--- src/rtl/mem_access_ctrl.sv ---
// -----------------------------------------------------------------------------
// mem_access_ctrl
//   CPU-side initiator for the 256x8 data memory read/write/busy_wait
//   handshake. It accepts one load or store per request and drives the memory
//   strobes, address and write data. It holds the CPU with stall until the
//   memory releases busy, then returns the loaded byte on a registered output.
//
// Optional feature (compile-time macro MEM_TIMEOUT_EN):
//   When defined, an 8-bit wait counter aborts an access that is still busy
//   after MAX_WAIT ACCESS cycles. The abort raises err and still pulses done.
//   When undefined, ACCESS waits indefinitely for mem_busy to fall.
//
// Ports
//   clk        in   system clock, rising edge
//   reset      in   asynchronous active-low reset
//   cpu_read   in   load request (level, sampled in IDLE)
//   cpu_write  in   store request (level, sampled in IDLE)
//   cpu_addr   in   request address
//   cpu_wdata  in   store data
//   cpu_rdata  out  loaded byte, registered
//   stall      out  hold the CPU pipeline (combinational)
//   done       out  one-cycle completion pulse
//   err        out  sticky error flag (illegal request or timeout)
//   mem_read   out  read strobe to memory
//   mem_write  out  write strobe to memory
//   mem_addr   out  registered address to memory
//   mem_wdata  out  registered write data to memory
//   mem_rdata  in   read data from memory
//   mem_busy   in   memory busy_wait
// -----------------------------------------------------------------------------
module mem_access_ctrl #(
  parameter int ADDR_W   = 8,
  parameter int DATA_W   = 8,
  parameter int MAX_WAIT = 255
) (
  input  logic              clk,
  input  logic              reset,
  input  logic              cpu_read,
  input  logic              cpu_write,
  input  logic [ADDR_W-1:0] cpu_addr,
  input  logic [DATA_W-1:0] cpu_wdata,
  output logic [DATA_W-1:0] cpu_rdata,
  output logic              stall,
  output logic              done,
  output logic              err,
  output logic              mem_read,
  output logic              mem_write,
  output logic [ADDR_W-1:0] mem_addr,
  output logic [DATA_W-1:0] mem_wdata,
  input  logic [DATA_W-1:0] mem_rdata,
  input  logic              mem_busy
);

  typedef enum logic [1:0] {
    S_IDLE   = 2'd0,
    S_ACCESS = 2'd1,
    S_DONE   = 2'd2
  } state_t;

  state_t            state_reg, state_next;
  logic              op_read_reg, op_read_next;
  logic              first_reg, first_next;       // first ACCESS cycle marker
  logic [ADDR_W-1:0] mem_addr_reg, mem_addr_next;
  logic [DATA_W-1:0] mem_wdata_reg, mem_wdata_next;
  logic [DATA_W-1:0] cpu_rdata_reg, cpu_rdata_next;
  logic              err_reg, err_next;

  logic req_one;
  logic req_both;

  assign req_one  = cpu_read ^ cpu_write;
  assign req_both = cpu_read & cpu_write;

`ifdef MEM_TIMEOUT_EN
  // Counter holds (ACCESS cycles completed so far); on the MAX_WAIT-th ACCESS
  // cycle it reads MAX_WAIT-1, which is when a still-busy access is aborted.
  localparam logic [7:0] MAX_WAIT_M1 = 8'(MAX_WAIT - 1);
  logic [7:0] wait_cnt_reg, wait_cnt_next;
`else
  logic unused_max_wait;
  assign unused_max_wait = |MAX_WAIT;
`endif

  always_ff @(posedge clk or negedge reset) begin
    if (!reset) begin
      state_reg     <= S_IDLE;
      op_read_reg   <= 1'b0;
      first_reg     <= 1'b0;
      mem_addr_reg  <= '0;
      mem_wdata_reg <= '0;
      cpu_rdata_reg <= '0;
      err_reg       <= 1'b0;
`ifdef MEM_TIMEOUT_EN
      wait_cnt_reg  <= '0;
`endif
    end else begin
      state_reg     <= state_next;
      op_read_reg   <= op_read_next;
      first_reg     <= first_next;
      mem_addr_reg  <= mem_addr_next;
      mem_wdata_reg <= mem_wdata_next;
      cpu_rdata_reg <= cpu_rdata_next;
      err_reg       <= err_next;
`ifdef MEM_TIMEOUT_EN
      wait_cnt_reg  <= wait_cnt_next;
`endif
    end
  end

  always_comb begin
    state_next     = state_reg;
    op_read_next   = op_read_reg;
    first_next     = first_reg;
    mem_addr_next  = mem_addr_reg;
    mem_wdata_next = mem_wdata_reg;
    cpu_rdata_next = cpu_rdata_reg;
    err_next       = err_reg;
`ifdef MEM_TIMEOUT_EN
    wait_cnt_next  = wait_cnt_reg;
`endif

    case (state_reg)
      S_IDLE: begin
        if (req_one) begin
          mem_addr_next  = cpu_addr;
          mem_wdata_next = cpu_wdata;
          op_read_next   = cpu_read;
          first_next     = 1'b1;
`ifdef MEM_TIMEOUT_EN
          wait_cnt_next  = '0;
`endif
          state_next     = S_ACCESS;
        end else if (req_both) begin
          err_next = 1'b1;
        end
      end

      S_ACCESS: begin
        first_next = 1'b0;
`ifdef MEM_TIMEOUT_EN
        wait_cnt_next = wait_cnt_reg + 8'd1;
`endif
        // The memory may not have raised busy yet in the first cycle, so
        // completion is only honoured from the second cycle onward.
        if (!first_reg && !mem_busy) begin
          if (op_read_reg) begin
            cpu_rdata_next = mem_rdata;
          end
          state_next = S_DONE;
        end
`ifdef MEM_TIMEOUT_EN
        else if (mem_busy && (wait_cnt_reg == MAX_WAIT_M1)) begin
          err_next   = 1'b1;
          state_next = S_DONE;
        end
`endif
      end

      S_DONE: begin
        state_next = S_IDLE;
      end

      default: begin
        state_next = S_IDLE;
      end
    endcase
  end

  // Strobes decode straight from the state register so an asynchronous reset
  // drops them immediately.
  assign mem_read  = (state_reg == S_ACCESS) &&  op_read_reg;
  assign mem_write = (state_reg == S_ACCESS) && !op_read_reg;
  assign stall     = ((state_reg == S_IDLE) && req_one) || (state_reg == S_ACCESS);
  assign done      = (state_reg == S_DONE);
  assign mem_addr  = mem_addr_reg;
  assign mem_wdata = mem_wdata_reg;
  assign cpu_rdata = cpu_rdata_reg;
  assign err       = err_reg;

endmodule

--- config.mk ---
export PLATFORM = sky130hd
export DESIGN_NAME = mem_access_ctrl
export DESIGN_NICKNAME = d
export VERILOG_FILES = /design/src/rtl/mem_access_ctrl.sv
export SDC_FILE = /design/constraint.sdc
export NUM_CORES = 1
export LEC_CHECK = 0
export CORE_ASPECT_RATIO = 1.2
export CORE_MARGIN = 2
export CORE_UTILIZATION = 39
export CTS_CLUSTER_SIZE = 30
export DETAILED_ROUTE_END_ITERATION = 6
export MAX_ROUTING_LAYER = met4
export PLACE_DENSITY = 0.78
export SLEW_MARGIN = 10
export SYNTH_ARGS = -nofsm -noshare
export SYNTH_HDL_FRONTEND = slang
export SYNTH_SLANG_ARGS = --single-unit
--- constraint.sdc ---
create_clock -name clk -period 1.7 [get_ports clk]
set_clock_uncertainty 0.2 [all_clocks]
set_input_delay 0.34 -clock clk [delete_from_list [all_inputs] [get_ports clk]]
set_output_delay 0.34 -clock clk [all_outputs]
set_load 0.005 [all_outputs]
; ---- Word level (Yosys, flattened, before mapping)
; Cells that the tools add are included.
[totals]
regBits = 29
in_bits = 29
out_inout_bits = 29
wordCells = 34
[classes]
eq_ne = 4
n_mux = 5
n_bitwise = 3
reduce_logical = 15
[ops]
columns = operator, count
row1 = 2-bit AND reduction, 3
row2 = 3-bit AND reduction, 2
row3 = 1-bit logical AND, 4
row4 = 2-bit 2-to-1 mux, 2
row5 = 2-bit inequality test (second input constant), 2
row6 = 2-bit case mux with 2 select lines, 1
row7 = 1-bit zero test, 3
row8 = 2-bit by 1-bit equality test with 1-bit output (second input constant), 1
row9 = 2-bit equality test (second input constant), 1
row10 = 2-bit zero test, 1
row11 = 1-bit case mux with 2 select lines, 1
row12 = 2-bit nonzero test, 1
row13 = 1-bit bitwise AND, 1
row14 = 1-bit logical OR, 1
row15 = 1-bit 2-to-1 mux, 1
row16 = 1-bit inverter, 1
row17 = 1-bit bitwise XOR, 1

; ---- Logic depth before layout (Yosys ltp)
; Gate-level depths: netlist (run 1).
[logic_depth]
depth_word = 4
mapped_depth = 6
ltp_nobuf = 4

; ---- Least setup slack after synthesis (run 1)
; No wires, ideal clock.
[synth_timing]
path_type = input-to-reg
start = input port cpu_read
end = register mem_addr_reg[0], in the netlist mem_addr[0]
setup_ps = 125
arrival_time_ps = 1466
t_required_ps = 1375
path_slack_ps = -91
cell_stages = 6
path_buffers = 2
path_cell_list = ha_1 nor2b_1 nor2b_4 buf_6 buf_12 mux2_4
[synth_between]
elab_chain_len = 2
[synth_lines]
columns = item, line
row1 = from (decl), 38  ; input logic cpu_read,
row2 = 1-bit bitwise XOR, 71  ; assign req_one = cpu_read ^ cpu_write;
row3 = 2-bit AND reduction (no line), n/a
row4 = to (signal assigned), 100  ; mem_addr_reg <= mem_addr_next;
row5 = to (decl), 63  ; logic [ADDR_W-1:0] mem_addr_reg, mem_addr_next;
; Every way passes these cells.
; A chain may end at the register's enable or synchronous reset.

; ---- Worst setup path in the final report (run 1)
[layout_timing]
start = register state_reg[1]
end = output port mem_write
[layout_between]
elab_chain_len = 2
[layout_lines]
columns = item, line
row1 = from (decl), 60  ; state_t state_reg, state_next;
row2 = from (signal assigned), 97  ; state_reg <= state_next;
row3 = 2-bit by 1-bit equality test with 1-bit output, 172  ; assign mem_write = (state_reg == S_ACCESS) && !op_read_reg;
row4 = 1-bit logical AND, 172
row5 = to (decl), 47  ; output logic mem_write,
; Every way passes these cells.

==> results of run 1 <==
## worst paths after layout
| kind | end | slack, ps | cells past startpoint |
|---|---|---|---|
| max | mem_write | -40 | 4 |
| min in group asynchronous | op_read_reg | 200 | 2 |
| max reg2reg | cpu_rdata[0] | -20 | 4 |
| min | op_read_reg | 190 | 2 |
| min reg2reg | err | 260 | 1 |
| max in group asynchronous | state_reg[0] | 820 | 2 |
## per-stage QoR
stage	total power [mW]	setup slack, ps	hold WS, ps	area (µm²)	instances
after floorplan	1.92	-21.4	-156	1210	73
final	3.26	-37.9	193	1990	189
after global routing	3.49	-136	184	1990	189
after CTS	3.16	-50.4	189	1940	186
after detailed placement	2.84	-594	247	1850	170
after global placement	2.78	-553	241	1850	170
## power groups by stage
stage | logic (mW) | registers (mW) | clock network, mW
global placement | 1.56 | 1.22 | 0
CTS | 1.55 | 1.20 | 0.407
floorplan | 0.658 | 1.26 | 0
detailed placement | 1.60 | 1.24 | 0
global route | 1.79 | 1.26 | 0.445
finish | 1.65 | 1.21 | 0.393
## worst max-delay path: stages, from the launching register on
cell and delay [ps]:
dfrtp_1 400, buf_6 120, nand2b_4 140, nor2_1 90
buf_2 130
## Yosys cell counts
library cell  instances
buf_12                1
nand2b_1              1
dfrtp_1              29
nor2_1                6
ha_1                  1
nand4b_2              1
a211oi_1              1
inv_1                 1
buf_6                 1
a21o_1                1
mux2_2               15
nor2b_4               1
o21a_1                1
nor3_1                1
nor2b_1               2
mux2_4               10
## area by class of cell
type	count	share of cell area (%)
flip-flops and latches	29	36.5
repair buffers	76	34.8
clock buffers	8	2.45
inverters	1	0.189
multi-input cells	41	23.9
well taps	34	2.14
## cell families (layout without fill, tap and decap cells)
logic type / after synthesis / count (layout) / share of synthesized area [%]
DFF: 29 / 29 / 61.0
muxes: 25 / 25 / 26.8
and+or+nand+nor: 12 / 12 / 6.31
AOI/OAI and AO/OA: 3 / 3 / 1.89
buffers and inverters: 3 / 85 / 2.94
adders and majority gates: 1 / 1 / 1.05
## metal layers
layer / share of wire (%) / up-vias / routed length (µm)
met3: 8.7 / 6 / 251
met1: 40 / 424 / 1160
met5: 0 / - / 0
met2: 49 / 37 / 1420
li1: - / 416 / -
met4: 1.4 / 0 / 41
## timing repair
action                     in CTS  in global routing
buffers inserted                8                  3
pin swaps                       0                  1
resized for setup              49                 11
setup endpoints to repair      46                 28
## layout by cell type, fill, tap and decap left out
| cell type | count |
|---|---|
| a211oi_1 | 1 |
| a21o_1 | 1 |
| buf_2 | 3 |
| buf_4 | 12 |
| buf_6 | 6 |
| buf_8 | 1 |
| clkbuf_1 | 3 |
| clkbuf_2 | 1 |
| clkbuf_4 | 5 |
| clkdlybuf4s15_1 | 1 |
| clkdlybuf4s15_2 | 1 |
| clkdlybuf4s50_1 | 26 |
| dfrtp_1 | 28 |
| dfrtp_2 | 1 |
| dlygate4sd2_1 | 25 |
| ha_4 | 1 |
| inv_1 | 1 |
| mux2_2 | 12 |
| mux2_4 | 13 |
| nand2b_4 | 1 |
| nand4b_2 | 1 |
| nor2_1 | 5 |
| nor2_4 | 1 |
| nor2b_1 | 1 |
| nor2b_4 | 2 |
| nor3_1 | 1 |
| o21a_1 | 1 |
==> flow_summary.json, run 1 <==
{
  "hold_viol": 0,
  "end_kind": "primary output",
  "cts_buffers": 5,
  "fp.coreArea_mm2": 0.00284,
  "cp_max_fo": 3,
  "rows": 21,
  "gr-usage-met2_pct": 29.1,
  "finalWorstSetupSlack_ps": -37.9,
  "drc": 0,
  "netlist_instances": 73,
  "sw_frac_of_total_pct": 29.3,
  "hp-class": "input pin to flip-flop",
  "cts_tree": "yes",
  "grt_busiest_layer": "met2",
  "antenna_found_initial": 0,
  "crit_start": "state_reg[1]",
  "synth.distinct_cells": 16,
  "final_core_util_pct": 70.1,
  "synth_seq_cells": 29,
  "grt.total_usage_pct": 18.3,
  "period_needed_ps": 1740,
  "areaGrowthSynthToFinish_pct": 67.3,
  "worstReg2RegStart": "state_reg[1]",
  "setup_viol_count_final": 8,
  "clkTransAtPathRegs_ps": 90,
  "clockBufferDepth": 2,
  "cap_violations": 0,
  "intPower_mw": 2.30,
  "h-tree-depth": 2,
  "grt_pass1_vias": 916,
  "fillCellCount": 209,
  "synth_area_leaders": "dfrtp_1, mux2_2, mux2_4",
  "drv_slew": 0,
  "initial_utilization_pct": 41.9,
  "clock_latency_ps": 330,
  "overflow": 0,
  "p_per_area_mw_per_mm2": 1640,
  "die_w_um": 54.4,
  "syn-cell-area_mm2": 0.00119,
  "hp-start": "cpu_read",
  "ys_seq_area_share_pct": 61.0,
  "multiInputGateArea_um2": 475,
  "synth.avg_cell_area_um2": 16.3,
  "ir_worst_vdd_uv": 843,
  "drt-initial-drc-count": 6,
  "rsz0062_at_grt": "true",
  "use_met3_pct": 7.60,
  "die-area_mm2": 0.00351,
  "cp-start-kind": "flip-flop",
  "port_buffers": 57,
  "drtAntennaViolNets": 0,
  "vias_per_cell": 4.67,
  "globalRouteMet1Util_pct": 19.7,
  "hold_buffers": 0,
  "n_antenna_cell": 0,
  "cts_sinks": 29,
  "violations": "setup timing",
  "grt_max_degree": 30,
  "drt-wirelength-per-cell_um": 15.2,
  "grt_first_pass_wirelength_mm": 4.33,
  "max_slew_margin_pct": 75.2,
  "netlist.area_leader.share_pct": 61.0,
  "syn-num-nets": 103,
  "pwr-share-comb_pct": 50.8,
  "max_freq_ghz": 0.575,
  "hpwl_mm": 1.97,
  "wl_mm": 2.88,
  "nNetsFinal": 184,
  "pwr-share-clk_pct": 12.1,
  "io_pins": 58,
  "status": "finished with violations",
  "timing.setup.tns_ps": -118,
  "yosys_warnings": 0,
  "p_leak_nw": 0.946,
  "die-height_um": 64.5,
  "layout_worst_path_cycle_share_pct": 102,
  "pwr-share-seq_pct": 37.1,
  "drive_gt1_share_pct": 39.4,
  "tightest_slew_ps": 372,
  "first_pass_iters": 2,
  "p_sw_mw": 0.955,
  "ff_latch_area_um2": 727,
  "arrival_ps": 1200,
  "vias": 883,
  "clockRootBuffer": "clkbuf_4",
  "yosys.area.top_type": "dfrtp_1",
  "required_ps": 1160,
  "place_congestion": 0.768,
  "critPathKind": "flip-flop to primary output"
}
Power figures use the tool's default switching activity.
==> run 2, diff against run 1 <==
--- a/config.mk
+++ b/config.mk
@@ -5,6 +5,7 @@
 export SDC_FILE = /design/constraint.sdc
 export NUM_CORES = 1
 export LEC_CHECK = 0
+export CAP_MARGIN = 20
 export CORE_ASPECT_RATIO = 1.2
 export CORE_MARGIN = 2
 export CORE_UTILIZATION = 39
==> results of run 2 <==
No change in the layout: final DEF, timing and power equal those of run 1.
==> run 3, diff against run 2 <==
--- a/config.mk
+++ b/config.mk
@@ -9,11 +9,10 @@
 export CORE_ASPECT_RATIO = 1.2
 export CORE_MARGIN = 2
 export CORE_UTILIZATION = 39
+export CTS_CLUSTER_DIAMETER = 120
 export CTS_CLUSTER_SIZE = 30
 export DETAILED_ROUTE_END_ITERATION = 6
-export MAX_ROUTING_LAYER = met4
 export PLACE_DENSITY = 0.78
-export SLEW_MARGIN = 10
 export SYNTH_ARGS = -nofsm -noshare
 export SYNTH_HDL_FRONTEND = slang
 export SYNTH_SLANG_ARGS = --single-unit
==> run 3 against run 2 <==
Compared with the run above:
- the run still ends with setup timing left
- global-route usage shrank 0.46 points
- register-to-register slack gained 60 ps
- maximum frequency grew 0.11%
- sequential share of layout area shrank 0.23 points
- non-clock buffer count is the same
- routed wire length grew 1.3%
- clock power is essentially flat
- critical endpoint is now mem_read
- largest cell class unchanged
==> flow_summary.json, run 3 (synthesis results as in run 1) <==
{
  "status": "finished with violations",
  "violations": "setup timing",
  "grt.total_usage_pct": 17.8,
  "drive_gt1_share_pct": 39.4,
  "grt_first_pass_wirelength_mm": 4.34,
  "drc": 0,
  "crit_start": "state_reg[1]",
  "cp_max_fo": 3,
  "drtAntennaViolNets": 0,
  "wl_mm": 2.92,
  "place_congestion": 0.758,
  "h-tree-depth": 2,
  "drv_slew": 0,
  "fillCellCount": 206,
  "setup_viol_count_final": 2,
  "clock_latency_ps": 330,
  "clkTransAtPathRegs_ps": 90,
  "hp-class": "input pin to flip-flop",
  "worst_path_largest_cell_delay_ps": 400,
  "overflow": 0,
  "placed_area_mm2": 0.00185,
  "rsz0062_at_grt": "true",
  "p_leak_nw": 0.957,
  "cp_num_cells": 4,
  "end_kind": "primary output",
  "clockBufferDepth": 2,
  "required_ps": 1160,
  "cp_slowest_cell": "dfrtp_1",
  "first_pass_iters": 4,
  "die-height_um": 64.5,
  "r2r_slack_ps": 40,
  "antenna_found_initial": 0,
  "nNetsFinal": 184,
  "cap_violations": 0,
  "tightest_slew_ps": 376,
  "max_slew_margin_pct": 74.9,
  "n_antenna_cell": 0,
  "crit_chain": "buf_6, nand2b_4, nor2_1, buf_2",
  "period_needed_ps": 1740,
  "multiInputGateArea_um2": 488,
  "clockRootBuffer": "clkbuf_4",
  "hpwl_mm": 1.97,
  "layout_worst_path_cycle_share_pct": 102,
  "rows": 21,
  "fin_hold_ws_ps": 194,
  "crit_end": "mem_read",
  "rr_worst_depth": 5,
  "finalWorstSetupSlack_ps": -36.0,
  "p_per_area_mw_per_mm2": 1640,
  "grt_pass1_vias": 910,
  "layout_commonest_cell": "dfrtp_1",
  "die_w_um": 54.4,
  "grt_max_degree": 30,
  "die-area_mm2": 0.00351,
  "worstReg2RegStart": "state_reg[0]",
  "ir_worst_vdd_uv": 869,
  "cts_sinks": 29,
  "critPathKind": "flip-flop to primary output",
  "io_pins": 58,
  "vias_per_cell": 4.65,
  "drt-initial-drc-count": 7,
  "vias": 879,
  "cts_tree": "yes",
  "initial_utilization_pct": 41.9,
  "cp-start-kind": "flip-flop",
  "mostFrequentLayoutCells": "dfrtp_1, clkdlybuf4s50_1, dlygate4sd2_1",
  "crit_family": "flip-flops",
  "final_area_mm2": 0.00200,
  "hold_buffers": 0,
  "fp.coreArea_mm2": 0.00284,
  "worstReg2RegEnd": "mem_wdata[6]",
  "areaGrowthSynthToFinish_pct": 68.3,
  "critPathBufInv": 2,
  "port_buffers": 57,
  "drt-wirelength-per-cell_um": 15.4,
  "hold_viol": 0,
  "cts_buffers": 5,
  "max_freq_ghz": 0.576,
  "ff_latch_area_um2": 727,
  "arrival_ps": 1200
}
[run 3: cell types whose count changed in the layout (fill, tap and decap cells not counted)]
cell / change
nand4b_2: -1
clkbuf_2: -1
nand4b_4: +1
mux2_4: +1
buf_2: +1
mux2_2: -1
[run 3: area by class of cell]
cell class / count / area share [%]
inverter: 1 / 0.187
multi-input combinational: 41 / 24.4
timing repair buffer: 76 / 34.6
tap: 34 / 2.12
sequential: 29 / 36.3
clock buffer: 8 / 2.44
[run 3: how the worst min path moves through the flow]
| stage | startpoint | endpoint | cells past startpoint |
|---|---|---|---|
| after global routing | cpu_read | op_read_reg | 2 |
| after CTS | cpu_read | op_read_reg | 2 |
| final | cpu_read | op_read_reg | 2 |
| after detailed placement | err | err | 1 |
| after floorplan | reset | cpu_rdata[0] | 0 |
| after global placement | first_reg | state_reg[1] | 1 |
[run 3: repair_timing]
item | in CTS | in global routing
resized for setup | 49 | 14
endpoints found under the setup margin | 46 | 28
pin swaps | 0 | 2
cloned | 0 | 0
setup buffers | 8 | 3
endpoints found under the hold margin | 0 | 0
[run 3: worst reg2reg max path: stages (launching register included)]
cell     delay [ps]
dfrtp_2         450
buf_6           140
buf_6           120
nor2b_4         160
buf_8           170
mux2_4          310
[run 3: per-stage QoR]
step | setup WS [ps] | instances | utilization [%] | setup TNS, ps | power [mW]
floorplan | -21.4 | 73 | - | -214 | 1.92
global placement | -553 | 170 | 65.3 | -10700 | 2.78
detailed placement | -594 | 170 | 65.3 | -11790 | 2.84
CTS | -50.4 | 186 | 68.3 | -109 | 3.16
global route | -160 | 189 | 70.6 | -289 | 3.53
finish | -36.0 | 189 | 70.6 | -51.5 | 3.29
[run 3: report_power, final]
part           internal (mW)  switching [mW]  total (mW)  leakage [nW]
clock                  0.165           0.228       0.392        0.0265
combinational           1.12           0.555        1.68         0.590
sequential              1.03           0.186        1.22         0.341
[run 3: metal layers]
metal	track usage (%)	wire length (µm)	share of wire, %	vias to the layer above
met2	28.8	1440	49	35
met1	19.8	1180	41	426
li1	-	-	-	415
met4	7.50	40	1.4	0
met3	7.83	252	8.6	3
met5	0	0	0	-
